### src/rtl/minimal_bus.sv
// minimal_bus: ASCII register bridge. Parses "M aaaa [dddd] CR LF" from a byte stream,
// reads/writes a local 16-bit register file and streams "M hhhh CR LF" read responses.
// Optional build macro LOWERCASE_HEX_EN: also accept 'a'-'f' digits and 'm' start byte.
module minimal_bus #(
  parameter int unsigned DEPTH     = 32,
  parameter int unsigned BASE_ADDR = 0
) (
  input  logic       clk,
  input  logic       rst,
  input  logic [7:0] rx_data,
  input  logic       rx_valid,
  output logic [7:0] tx_data,
  output logic       tx_valid,
  input  logic       tx_ready
);

  localparam int unsigned AW     = (DEPTH > 1) ? $clog2(DEPTH) : 1;
  localparam logic [15:0] BaseW  = 16'(BASE_ADDR);
  localparam logic [16:0] DepthW = 17'(DEPTH);

  localparam logic [7:0] ChCr = 8'h0D;
  localparam logic [7:0] ChLf = 8'h0A;

  localparam logic [2:0] S_IDLE = 3'd0;
  localparam logic [2:0] S_ADDR = 3'd1;
  localparam logic [2:0] S_DATA = 3'd2;
  localparam logic [2:0] S_CR   = 3'd3;
  localparam logic [2:0] S_LF   = 3'd4;

  logic [2:0]  state_q, state_d;
  logic [1:0]  cnt_q, cnt_d;
  logic [31:0] shreg_q, shreg_d;
  logic        wr_q, wr_d;
  logic        req_q, req_d;
  logic        req_wr_q, req_wr_d;
  logic [15:0] req_addr_q, req_addr_d;
  logic [15:0] req_data_q, req_data_d;

  logic        is_hex, is_start;
  logic [3:0]  nib;

  logic [15:0] mem [DEPTH];
  logic [15:0] offset;
  logic        in_range;
  logic [AW-1:0] idx;
  logic        rd_valid_q;
  logic [15:0] rd_data_q;

  logic        active_q, active_d;
  logic [2:0]  bidx_q, bidx_d;
  logic [15:0] word_q, word_d;
  logic        pend_q, pend_d;
  logic [15:0] pend_word_q, pend_word_d;
  logic [7:0]  tx_byte;

  function automatic logic [7:0] hex_char(input logic [3:0] n);
    return (n < 4'd10) ? (8'h30 + {4'h0, n}) : (8'h37 + {4'h0, n});
  endfunction

  // Classify the incoming byte: start marker and hex digit value.
  always_comb begin
    is_hex = 1'b1;
    nib    = 4'h0;
    if (rx_data >= 8'h30 && rx_data <= 8'h39) begin
      nib = rx_data[3:0];
    end else if (rx_data >= 8'h41 && rx_data <= 8'h46) begin
      nib = rx_data[3:0] + 4'd9;
`ifdef LOWERCASE_HEX_EN
    end else if (rx_data >= 8'h61 && rx_data <= 8'h66) begin
      nib = rx_data[3:0] + 4'd9;
`endif
    end else begin
      is_hex = 1'b0;
    end
`ifdef LOWERCASE_HEX_EN
    is_start = (rx_data == 8'h4D) || (rx_data == 8'h6D);
`else
    is_start = (rx_data == 8'h4D);
`endif
  end

  // Parser next state: collect 4 address digits, optional 4 data digits, then CR LF.
  always_comb begin
    state_d    = state_q;
    cnt_d      = cnt_q;
    shreg_d    = shreg_q;
    wr_d       = wr_q;
    req_d      = 1'b0;
    req_wr_d   = req_wr_q;
    req_addr_d = req_addr_q;
    req_data_d = req_data_q;
    if (rx_valid) begin
      if (is_start) begin
        state_d = S_ADDR;
        cnt_d   = 2'd0;
      end else begin
        case (state_q)
          S_ADDR: begin
            if (is_hex) begin
              shreg_d = {shreg_q[27:0], nib};
              cnt_d   = cnt_q + 2'd1;
              if (cnt_q == 2'd3) state_d = S_DATA;
            end else begin
              state_d = S_IDLE;
            end
          end
          S_DATA: begin
            if (is_hex) begin
              shreg_d = {shreg_q[27:0], nib};
              cnt_d   = cnt_q + 2'd1;
              if (cnt_q == 2'd3) state_d = S_CR;
            end else if (rx_data == ChCr && cnt_q == 2'd0) begin
              state_d = S_LF;
              wr_d    = 1'b0;
            end else begin
              state_d = S_IDLE;
            end
          end
          S_CR: begin
            state_d = (rx_data == ChCr) ? S_LF : S_IDLE;
            wr_d    = 1'b1;
          end
          S_LF: begin
            state_d = S_IDLE;
            if (rx_data == ChLf) begin
              req_d      = 1'b1;
              req_wr_d   = wr_q;
              req_addr_d = wr_q ? shreg_q[31:16] : shreg_q[15:0];
              req_data_d = shreg_q[15:0];
            end
          end
          default: state_d = S_IDLE;
        endcase
      end
    end
  end

  // Parser and request registers.
  always_ff @(posedge clk) begin
    if (rst) begin
      state_q    <= S_IDLE;
      cnt_q      <= 2'd0;
      shreg_q    <= 32'h0;
      wr_q       <= 1'b0;
      req_q      <= 1'b0;
      req_wr_q   <= 1'b0;
      req_addr_q <= 16'h0;
      req_data_q <= 16'h0;
    end else begin
      state_q    <= state_d;
      cnt_q      <= cnt_d;
      shreg_q    <= shreg_d;
      wr_q       <= wr_d;
      req_q      <= req_d;
      req_wr_q   <= req_wr_d;
      req_addr_q <= req_addr_d;
      req_data_q <= req_data_d;
    end
  end

  // Range check without wraparound: address below the base is simply out of range.
  always_comb begin
    offset   = req_addr_q - BaseW;
    in_range = (req_addr_q >= BaseW) && ({1'b0, offset} < DepthW);
    idx      = offset[AW-1:0];
  end

  // Register file storage, deliberately not reset.
  always_ff @(posedge clk) begin
    if (req_q && req_wr_q && in_range) mem[idx] <= req_data_q;
  end

  // Registered read result; out-of-range reads return zero.
  always_ff @(posedge clk) begin
    if (rst) begin
      rd_valid_q <= 1'b0;
      rd_data_q  <= 16'h0;
    end else begin
      rd_valid_q <= req_q && !req_wr_q;
      if (req_q && !req_wr_q) rd_data_q <= in_range ? mem[idx] : 16'h0;
    end
  end

  // Formatter next state: advance on handshake, refill from the pending slot, queue reads.
  always_comb begin
    active_d    = active_q;
    bidx_d      = bidx_q;
    word_d      = word_q;
    pend_d      = pend_q;
    pend_word_d = pend_word_q;
    if (active_q && tx_ready) begin
      if (bidx_q == 3'd6) begin
        if (pend_q) begin
          word_d = pend_word_q;
          bidx_d = 3'd0;
          pend_d = 1'b0;
        end else begin
          active_d = 1'b0;
        end
      end else begin
        bidx_d = bidx_q + 3'd1;
      end
    end
    if (rd_valid_q) begin
      if (!active_d) begin
        active_d = 1'b1;
        word_d   = rd_data_q;
        bidx_d   = 3'd0;
      end else if (!pend_d) begin
        pend_d      = 1'b1;
        pend_word_d = rd_data_q;
      end
    end
  end

  // Formatter registers.
  always_ff @(posedge clk) begin
    if (rst) begin
      active_q    <= 1'b0;
      bidx_q      <= 3'd0;
      word_q      <= 16'h0;
      pend_q      <= 1'b0;
      pend_word_q <= 16'h0;
    end else begin
      active_q    <= active_d;
      bidx_q      <= bidx_d;
      word_q      <= word_d;
      pend_q      <= pend_d;
      pend_word_q <= pend_word_d;
    end
  end

  // Select the response byte for the current position.
  always_comb begin
    case (bidx_q)
      3'd0:    tx_byte = 8'h4D;
      3'd1:    tx_byte = hex_char(word_q[15:12]);
      3'd2:    tx_byte = hex_char(word_q[11:8]);
      3'd3:    tx_byte = hex_char(word_q[7:4]);
      3'd4:    tx_byte = hex_char(word_q[3:0]);
      3'd5:    tx_byte = ChCr;
      3'd6:    tx_byte = ChLf;
      default: tx_byte = 8'h00;
    endcase
    tx_valid = active_q;
    tx_data  = active_q ? tx_byte : 8'h00;
  end

endmodule

### config.mk
export PLATFORM = sky130hd
export DESIGN_NAME = minimal_bus
export DESIGN_NICKNAME = d
export VERILOG_FILES = /design/src/rtl/minimal_bus.sv
export SDC_FILE = /design/constraint.sdc
export NUM_CORES = 1
export LEC_CHECK = 0
export BUFFER_PORTS_ARGS = -buffer_cell sky130_fd_sc_hd__buf_2
export CAP_MARGIN = 20
export CORE_UTILIZATION = 63
export CTS_CLUSTER_SIZE = 20
export DETAILED_ROUTE_END_ITERATION = 7
export PLACE_DENSITY = 0.87
export SLEW_MARGIN = 20
export SYNTH_ARGS = -nofsm -noshare
export SYNTH_HDL_FRONTEND = slang
export SYNTH_SLANG_ARGS = --single-unit
### constraint.sdc
create_clock -name clk -period 3 [get_ports clk]
set_clock_uncertainty 0.05 [all_clocks]
set_input_delay 0.6 -clock clk [delete_from_list [all_inputs] [get_ports clk]]
set_output_delay 0.6 -clock clk [all_outputs]
set_load 0.005 [all_outputs]
==> results of run 1 <==
==> state kept, by name, indices dropped and copies added, names as in the netlist, 2 cells and up, named ones only <==
signal	flops
req_data_q	16
cnt_q	2
bidx_q	3
pend_word_q	16
state_q	3
word_q	16
rd_data_q	16
mem	512
req_addr_q	16
shreg_q	32
==> through the flow <==
stage / instances / cell area (sq um)
after detailed placement: 2057 / 26680
after global routing: 2166 / 28590
after CTS: 2166 / 28580
final: 2166 / 28590
after global placement: 2057 / 26680
after floorplan: 1519 / 25620
==> timing repair <==
action	CTS	global route
gates resized for setup	1	6
setup endpoints to repair	7	7
pin swaps	0	1
hold buffers	0	0
setup buffers	0	0
==> cell families (layout without fill, tap and decap cells) <==
family | after synthesis | count (layout) | share of synthesized area [%]
flops | 643 | 643 | 70.23
simple gates | 314 | 314 | 5.391
mux | 286 | 286 | 17.57
compound gates | 139 | 139 | 3.848
buf+inv | 113 | 235 | 1.938
fa+ha+maj | 15 | 15 | 0.7324
xor+xnor | 8 | 8 | 0.2734
other cells | 1 | 1 | 0.01463
==> layer usage <==
| metal | up-vias | global-route usage (%) | wire length [um] |
|---|---|---|---|
| met3 | 192 | 4.746 | 6124 |
| met5 | - | 0 | 10 |
| met4 | 2 | 13.02 | 2633 |
| met1 | 7390 | 39.52 | 21230 |
| met2 | 1038 | 49.47 | 29980 |
| li1 | 6087 | - | - |
==> power by group through the flow <==
| stage | Sequential [uW] | Clock, uW | Combinational, uW |
|---|---|---|---|
| 3_3_place_gp | 9680 | 0 | 87.4 |
| 4_1_cts | 9480 | 7380 | 92.2 |
| 5_1_grt | 9480 | 7720 | 102 |
| 3_5_place_dp | 9680 | 0 | 91.5 |
| 2_1_floorplan | 9680 | 0 | 59.8 |
| 6_report | 9480 | 7340 | 94.1 |
==> worst max-delay path: stages (launching register included) <==
cell,delay (ps)
sky130_fd_sc_hd__dfxtp_1,390
sky130_fd_sc_hd__inv_1,60
sky130_fd_sc_hd__ha_1,200
sky130_fd_sc_hd__nand2_1,90
sky130_fd_sc_hd__nor3_1,50
sky130_fd_sc_hd__a211o_1,300
sky130_fd_sc_hd__a222oi_1,300
sky130_fd_sc_hd__a21oi_1,110
sky130_fd_sc_hd__buf_2,140
==> cell type report <==
| cell class | count | share of cell area, % |
|---|---|---|
| multi-input combinational | 763 | 24.96 |
| clock inverter | 37 | 1.181 |
| tap | 525 | 2.297 |
| sequential | 643 | 63.03 |
| inverter | 25 | 0.3282 |
| clock buffer | 72 | 5.461 |
| timing repair buffer | 101 | 2.748 |
==> final timing paths <==
path                                       from               to  slack, ps  depth (start not counted)
worst max-delay path                 word_q[12]       tx_data[2]        120                          8
worst min-delay path                   rx_valid         cnt_q[1]        220                          2
worst min register to register  pend_word_q[15]  pend_word_q[15]        440                          2
worst max register to register   req_addr_q[11]       mem[31][6]        300                          6
==> cell usage in the layout (no fill, tap or decap), types with 30 or more instances in the layout <==
cell                        synthesis  final
sky130_fd_sc_hd__buf_4              4     76
sky130_fd_sc_hd__clkbuf_16          0     59
sky130_fd_sc_hd__dfxtp_1          131    119
sky130_fd_sc_hd__edfxtp_1         512    512
sky130_fd_sc_hd__mux2_2            30     30
sky130_fd_sc_hd__mux2i_1          128    128
sky130_fd_sc_hd__mux4_2           128    128
sky130_fd_sc_hd__nand2_1          108    108
sky130_fd_sc_hd__nor2_1           126    126
sky130_fd_sc_hd__o211ai_1          31     31
==> impl_metrics.sql, run 1 <==
INSERT INTO impl_metrics (metric_group, metric, value, unit) VALUES
('clock_tree', 'tritoncts_clock_tree', 'built', ''),
('grt', 'globalRouteTotalUtil', '29.86', '%'),
('power_and_ir_drop', 'p_leak', '0.009589', 'uW'),
('worst_setup_path', 'setup.worst_path.end_class', 'output pin', ''),
('status', 'status', 'complete, no violations', ''),
('power_and_ir_drop', 'switching_share', '19.75', '%'),
('synth', 'synth_cells', '1519', ''),
('clock_tree', 'clock-root-buffer', 'sky130_fd_sc_hd__clkbuf_16', ''),
('detailed_routing', 'finalWirelength', '59.97', 'mm'),
('worst_setup_path', 'worstPathMaxFanout', '3', ''),
('floorplan', 'std_cell_rows', '73', ''),
('floorplan', 'pin_count', '21', ''),
('finish', 'post-route-util', '71.64', '%'),
('detailed_routing', 'detail_route.vias_per_cell', '6.791', ''),
('synth', 'top_cells_by_area_in_the_synthesized_netlist', 'sky130_fd_sc_hd__edfxtp_1 (60%), sky130_fd_sc_hd__mux4_2 (11%), sky130_fd_sc_hd__dfxtp_1 (10%)', ''),
('synth', 'ys_types', '68', ''),
('detailed_routing', 'dr.pass1.iters', '6', ''),
('sta', 'post_route_setup_slack', '118.5', 'ps'),
('floorplan', 'initial_utilization', '64.20', '%'),
('worst_hold_path', 'worst_min_path_class', 'in2reg', ''),
('worst_setup_path', 'worstSetupStartpointType', 'flop', ''),
('clock_tree', 'cts_made_buffers', '58', ''),
('placement', 'io_buffers', '19', ''),
('placement', 'detailedPlacementHpwl', '34.18', 'mm'),
('clock_tree', 'cts.sink_count', '643', ''),
('finish', 'layout-drive-gt1-share', '22.85', '%'),
('grt', 'globalRouteOverflowTotal', '0', ''),
('floorplan', 'design.core.area', '0.03991', 'sq mm'),
('grt', 'grt_start_max_net_pins', '51', ''),
('sta', 'timing.slew.headroom', '34.73', '%'),
('detailed_routing', 'drt_iter0_drc', '1868', ''),
('clock_tree', 'cts.clk_slew.worst_paths', '60', 'ps'),
('finish', 'sequential_standard_cell_area', '0.01802', 'sq mm'),
('sta', 'grt_setup_unrepaired', 'no', ''),
('power_and_ir_drop', 'internal-power', '13580', 'uW'),
('grt', 'antenna_found_initial', '2', ''),
('synth', 'yosysWarningCount', '0', ''),
('finish', 'final.fill_count', '2168', ''),
('worst_setup_path', 'worst_ep_arrival_time', '2230', 'ps'),
('finish', 'finish.net_count', '1619', ''),
('sta', 'layout_worst_path_cycle_share', '96.05', '%'),
('synth', 'asyncSetResetFlopFracSynth', '0', '%'),
('sta', 'drv_slew', '0', ''),
('power_and_ir_drop', 'design_power_total', '16920', 'uW'),
('worst_setup_path', 'worst_path_required_time', '2350', 'ps'),
('placement', 'dp_slack', '65.05', 'ps'),
('finish', 'multi_input_gate_area_in_the_final_layout', '0.007136', 'sq mm'),
('detailed_routing', 'ant_nets', '0', ''),
('synth', 'synth_top_area_share', '60.00', '%'),
('detailed_routing', 'route.detailed.drc', '0', ''),
('synth', 'ys_seq_area_share', '70.23', '%'),
('synth', 'post-synth-top-area-cell', 'sky130_fd_sc_hd__edfxtp_1', ''),
('placement', 'gpl.final_weighted_congestion', '0.8859', ''),
('power_and_ir_drop', 'pwr-share-clk', '43.4', '%'),
('power_and_ir_drop', 'power.density_cell_area', '591.7', 'mW/mm^2'),
('sta', 'final.setup.tns', '0', 'ps'),
('finish', 'ant_cells', '0', ''),
('worst_setup_path', 'setup_crit_path_kind', 'reg2out', ''),
('clock_tree', 'clock_path_buffers', '3', ''),
('synth', 'synth_enable_flop_cells', '512', ''),
('sta', 'worst_slew_pin_slew', '977.7', 'ps'),
('sta', 'fin_worst_hold_slack', '224.2', 'ps'),
('clock_tree', 'cts_htree_levels', '2', ''),
('grt', 'via_count_of_the_first_global_routing_pass', '14840', ''),
('synth', 'synth_seq_cells', '643', ''),
('synth', 'synth_nets', '1546', ''),
('sta', 'maxClockFrequency', '347.0', 'MHz'),
('run', 'cap_viol_max_count', '0', ''),
('power_and_ir_drop', 'net-switching-power', '3342', 'uW'),
('synth', 'yosys_most_used_dff', 'sky130_fd_sc_hd__edfxtp_1', ''),
('grt', 'grt_pass1_wl', '90.87', 'mm');
Note: power is estimated with default switching activity, not from simulation.
==> inputs of run 2 (changes only) <==
--- a/config.mk
+++ b/config.mk
@@ -5,7 +5,7 @@
 export SDC_FILE = /design/constraint.sdc
 export NUM_CORES = 1
 export LEC_CHECK = 0
-export BUFFER_PORTS_ARGS = -buffer_cell sky130_fd_sc_hd__buf_2
+export BUFFER_PORTS_ARGS = -buffer_cell sky130_fd_sc_hd__buf_4
 export CAP_MARGIN = 20
 export CORE_UTILIZATION = 63
 export CTS_CLUSTER_SIZE = 20
==> constraint.sdc (replaced) <==
create_clock -name clk -period 3.2 [get_ports clk]
set_clock_uncertainty 0.05 [all_clocks]
set_input_delay 0.64 -clock clk [delete_from_list [all_inputs] [get_ports clk]]
set_output_delay 0.64 -clock clk [all_outputs]
set_load 0.005 [all_outputs]
==> impl_metrics.sql, run 2 (synthesis gave the netlist of run 1 again) <==
INSERT INTO impl_metrics (metric_group, metric, value, unit) VALUES
('status', 'status', 'complete, no violations', ''),
('sta', 'timing.final.setup_violations', '0', ''),
('clock_tree', 'cts.clk_slew.worst_paths', '60', 'ps'),
('power_and_ir_drop', 'combPwrFrac', '0.6', '%'),
('worst_hold_path', 'worst_min_path_class', 'in2reg', ''),
('placement', 'numPlacedInstances', '2045', ''),
('finish', 'layoutNonFillerInstCount', '2158', ''),
('worst_setup_path', 'cp_slowest_stage_delay', '380', 'ps'),
('sta', 'drv_slew', '0', ''),
('worst_setup_path', 'setup.worst_path.end_class', 'output pin', ''),
('worst_setup_path', 'worst_ep_arrival_time', '2340', 'ps'),
('grt', 'global_route.usage.met3', '4.698', '%'),
('run', 'cap_viol_max_count', '0', ''),
('clock_tree', 'tritoncts_clock_tree', 'built', ''),
('detailed_routing', 'drt_iter0_drc', '1962', ''),
('floorplan', 'pin_count', '21', ''),
('grt', 'via_count_of_the_first_global_routing_pass', '14570', ''),
('clock_tree', 'cts_made_buffers', '60', ''),
('power_and_ir_drop', 'p_leak', '0.009545', 'uW'),
('detailed_routing', 'route.detailed.drc', '0', ''),
('finish', 'finish.net_count', '1609', ''),
('finish', 'most_frequent_standard_cell_in_the_layout_excluding_fill_and_tap_cells', 'sky130_fd_sc_hd__edfxtp_1', ''),
('detailed_routing', 'ant_nets', '0', ''),
('power_and_ir_drop', 'seq_power_share', '55.4', '%'),
('sta', 'hold_violations', '0', ''),
('sta', 'final.setup.tns', '0', 'ps'),
('floorplan', 'design.die.area', '0.04148', 'sq mm'),
('clock_tree', 'cts.hold.buffers_added', '0', ''),
('clock_tree', 'cts_htree_levels', '2', ''),
('grt', 'grt_busiest_layer', 'met2', ''),
('finish', 'final.fill_count', '2149', ''),
('sta', 'timing.slew.headroom', '26.73', '%'),
('grt', 'globalRouteTotalUtil', '29.84', '%'),
('grt', 'grt_start_max_net_pins', '63', ''),
('finish', 'largest_reg_flops', '512', ''),
('sta', 'grt_setup_unrepaired', 'no', ''),
('clock_tree', 'clock-root-buffer', 'sky130_fd_sc_hd__clkbuf_16', ''),
('finish', 'sequential_standard_cell_area', '0.01802', 'sq mm'),
('detailed_routing', 'finalWirelength', '60.66', 'mm'),
('floorplan', 'initial_utilization', '64.20', '%'),
('clock_tree', 'latest_clock_arrival_within_the_worst_skew_pair', '610', 'ps'),
('floorplan', 'design.core.area', '0.03991', 'sq mm'),
('worst_setup_path', 'worstPathMaxFanout', '5', ''),
('finish', 'layout-area-overhead-vs-synth', '11.56', '%'),
('floorplan', 'die_h', '203.7', 'um'),
('grt', 'use_met2', '49.10', '%'),
('worst_hold_path', 'holdCritStartpoint', 'rx_valid', ''),
('detailed_routing', 'dr.pass1.iters', '5', ''),
('sta', 'maxClockFrequency', '330.2', 'MHz'),
('detailed_routing', 'per_cell_routed_wire_length', '28.11', 'um'),
('finish', 'commonest_cells_after_routing_fill_and_taps_aside', 'sky130_fd_sc_hd__edfxtp_1 (512), sky130_fd_sc_hd__mux2i_1 (128), sky130_fd_sc_hd__mux4_2 (128)', ''),
('worst_setup_path', 'regToRegStartpoint', 'req_addr_q[11]', ''),
('placement', 'post_dp_cell_area', '0.02665', 'sq mm'),
('placement', 'io_buffers', '19', ''),
('detailed_routing', 'detail_route.vias_per_cell', '6.717', ''),
('sta', 'worst_slew_pin_slew', '1097', 'ps'),
('finish', 'leading_registers_by_flop_count', 'mem x512, shreg_q x32', ''),
('placement', 'gpl.final_weighted_congestion', '0.8610', ''),
('floorplan', 'std_cell_rows', '73', ''),
('grt', 'grt_pass1_wl', '90.45', 'mm'),
('worst_setup_path', 'worstPathCellList', 'inv_1 -> ha_1 -> nand2_1 -> nor3_1 -> a211o_1 -> a222oi_1 -> a21oi_1 -> buf_4', ''),
('worst_setup_path', 'worst_r2r_path_depth', '6', ''),
('floorplan', 'die_x', '203.7', 'um'),
('detailed_routing', 'routed-via-count', '14500', ''),
('grt', 'antenna_found_initial', '0', ''),
('clock_tree', 'cts.sink_count', '643', ''),
('worst_setup_path', 'worstSetupStartpointType', 'flop', ''),
('finish', 'multi_input_gate_area_in_the_final_layout', '0.007131', 'sq mm'),
('worst_hold_path', 'hold-path-cell-count', '2', ''),
('power_and_ir_drop', 'net-switching-power', '3108', 'uW'),
('worst_setup_path', 'critical_path.reg2reg.endpoint', 'mem[30][0]', ''),
('finish', 'layout-drive-gt1-share', '21.81', '%'),
('grt', 'groute.layer.met1.usage', '39.87', '%'),
('sta', 'layout_worst_path_cycle_share', '94.64', '%'),
('power_and_ir_drop', 'power.ir.vdd_worst', '0.5033', 'mV'),
('worst_hold_path', 'timing.hold.worst_endpoint', 'cnt_q[1]', ''),
('clock_tree', 'clock_path_buffers', '3', ''),
('finish', 'post-route-cell-area', '0.02859', 'sq mm'),
('power_and_ir_drop', 'power.density_cell_area', '561.5', 'mW/mm^2'),
('worst_setup_path', 'regToRegSetupSlack', '240', 'ps'),
('worst_setup_path', 'setup_crit_path_kind', 'reg2out', ''),
('sta', 'minimum_clock_period', '3029', 'ps'),
('power_and_ir_drop', 'internal-power', '12940', 'uW'),
('placement', 'detailedPlacementHpwl', '33.51', 'mm'),
('finish', 'largest_register', 'mem', ''),
('grt', 'globalRouteOverflowTotal', '0', ''),
('sta', 'fin_worst_hold_slack', '281.5', 'ps'),
('worst_setup_path', 'worst_path_required_time', '2510', 'ps'),
('worst_setup_path', 'critPathSlowestCell', 'sky130_fd_sc_hd__dfxtp_1', ''),
('power_and_ir_drop', 'pwr-share-clk', '44.0', '%'),
('power_and_ir_drop', 'switching_share', '19.36', '%');
==> run 2: changes by cell type in the layout (fill, tap and decap cells not counted), sizes merged <==
cell,delta
clkbuf,+10
inv,-1
clkinvlp,-4
diode,+1
clkinv,-4
buf,-12
bufinv,+2
==> run 2: worst max-delay path, delay by kind of cell, from the launching register on <==
| family | cells | cell delay (ps) |
|---|---|---|
| AOI/OAI and AO/OA | 3 | 760 |
| adders and majority gates | 1 | 200 |
| buffers and inverters | 2 | 250 |
| and+or+nand+nor | 2 | 140 |
| DFF | 1 | 380 |
==> run 2: metal layers <==
layer  routed length [um]  up-vias  part of all wire (%)
met4                 2748        0                   4.5
met3                 5819      188                   9.6
met1                22060     7297                    36
li1                     -     6039                     -
met5                    0        -                     0
met2                30030      971                    50
==> run 2: final cells by class <==
cell class              instances  share of cell area, %
clock buffers                  82                  5.686
multi-input cells             763                  24.94
clock inverters                30                  1.037
inverters                      25                 0.3283
well taps                     525                  2.298
diodes                          1               0.008754
repair buffers                 89                  2.644
flip-flops and latches        643                  63.05
==> run 2: timing repair <==
action / 4_1_cts / 5_1_grt
endpoints found under the setup margin: 0 / 7
resized for setup: 0 / 1
setup buffers: 0 / 0
==> run 2: worst max-delay path by stage <==
| stage | from | to | cells after the start |
|---|---|---|---|
| after floorplan | req_addr_q[8] | mem[28][0] | 5 |
| final | word_q[13] | tx_data[2] | 8 |
| after detailed placement | rx_data[1] | shreg_q[10] | 8 |
| after global routing | word_q[13] | tx_data[2] | 8 |
| after global placement | rx_data[1] | shreg_q[8] | 8 |
| after CTS | bidx_q[2] | tx_data[1] | 6 |
==> run 2: power by group through the flow <==
stage	Clock, uW	Combinational [uW]	Sequential, uW
2_1_floorplan	0	56.1	9070
3_3_place_gp	0	86.0	9070
3_5_place_dp	0	89.9	9070
4_1_cts	7090	90.5	8890
5_1_grt	7410	98.4	8890
6_report	7070	92.0	8890
==> run 2: through the flow <==
stage	utilization [%]	setup WS [ps]	power, uW
finish	71.62	171.5	16050
global route	71.61	32.76	16390
CTS	71.57	67.45	16070
detailed placement	66.76	216.9	9161
global placement	66.76	370.9	9157
floorplan	-	737.5	9129
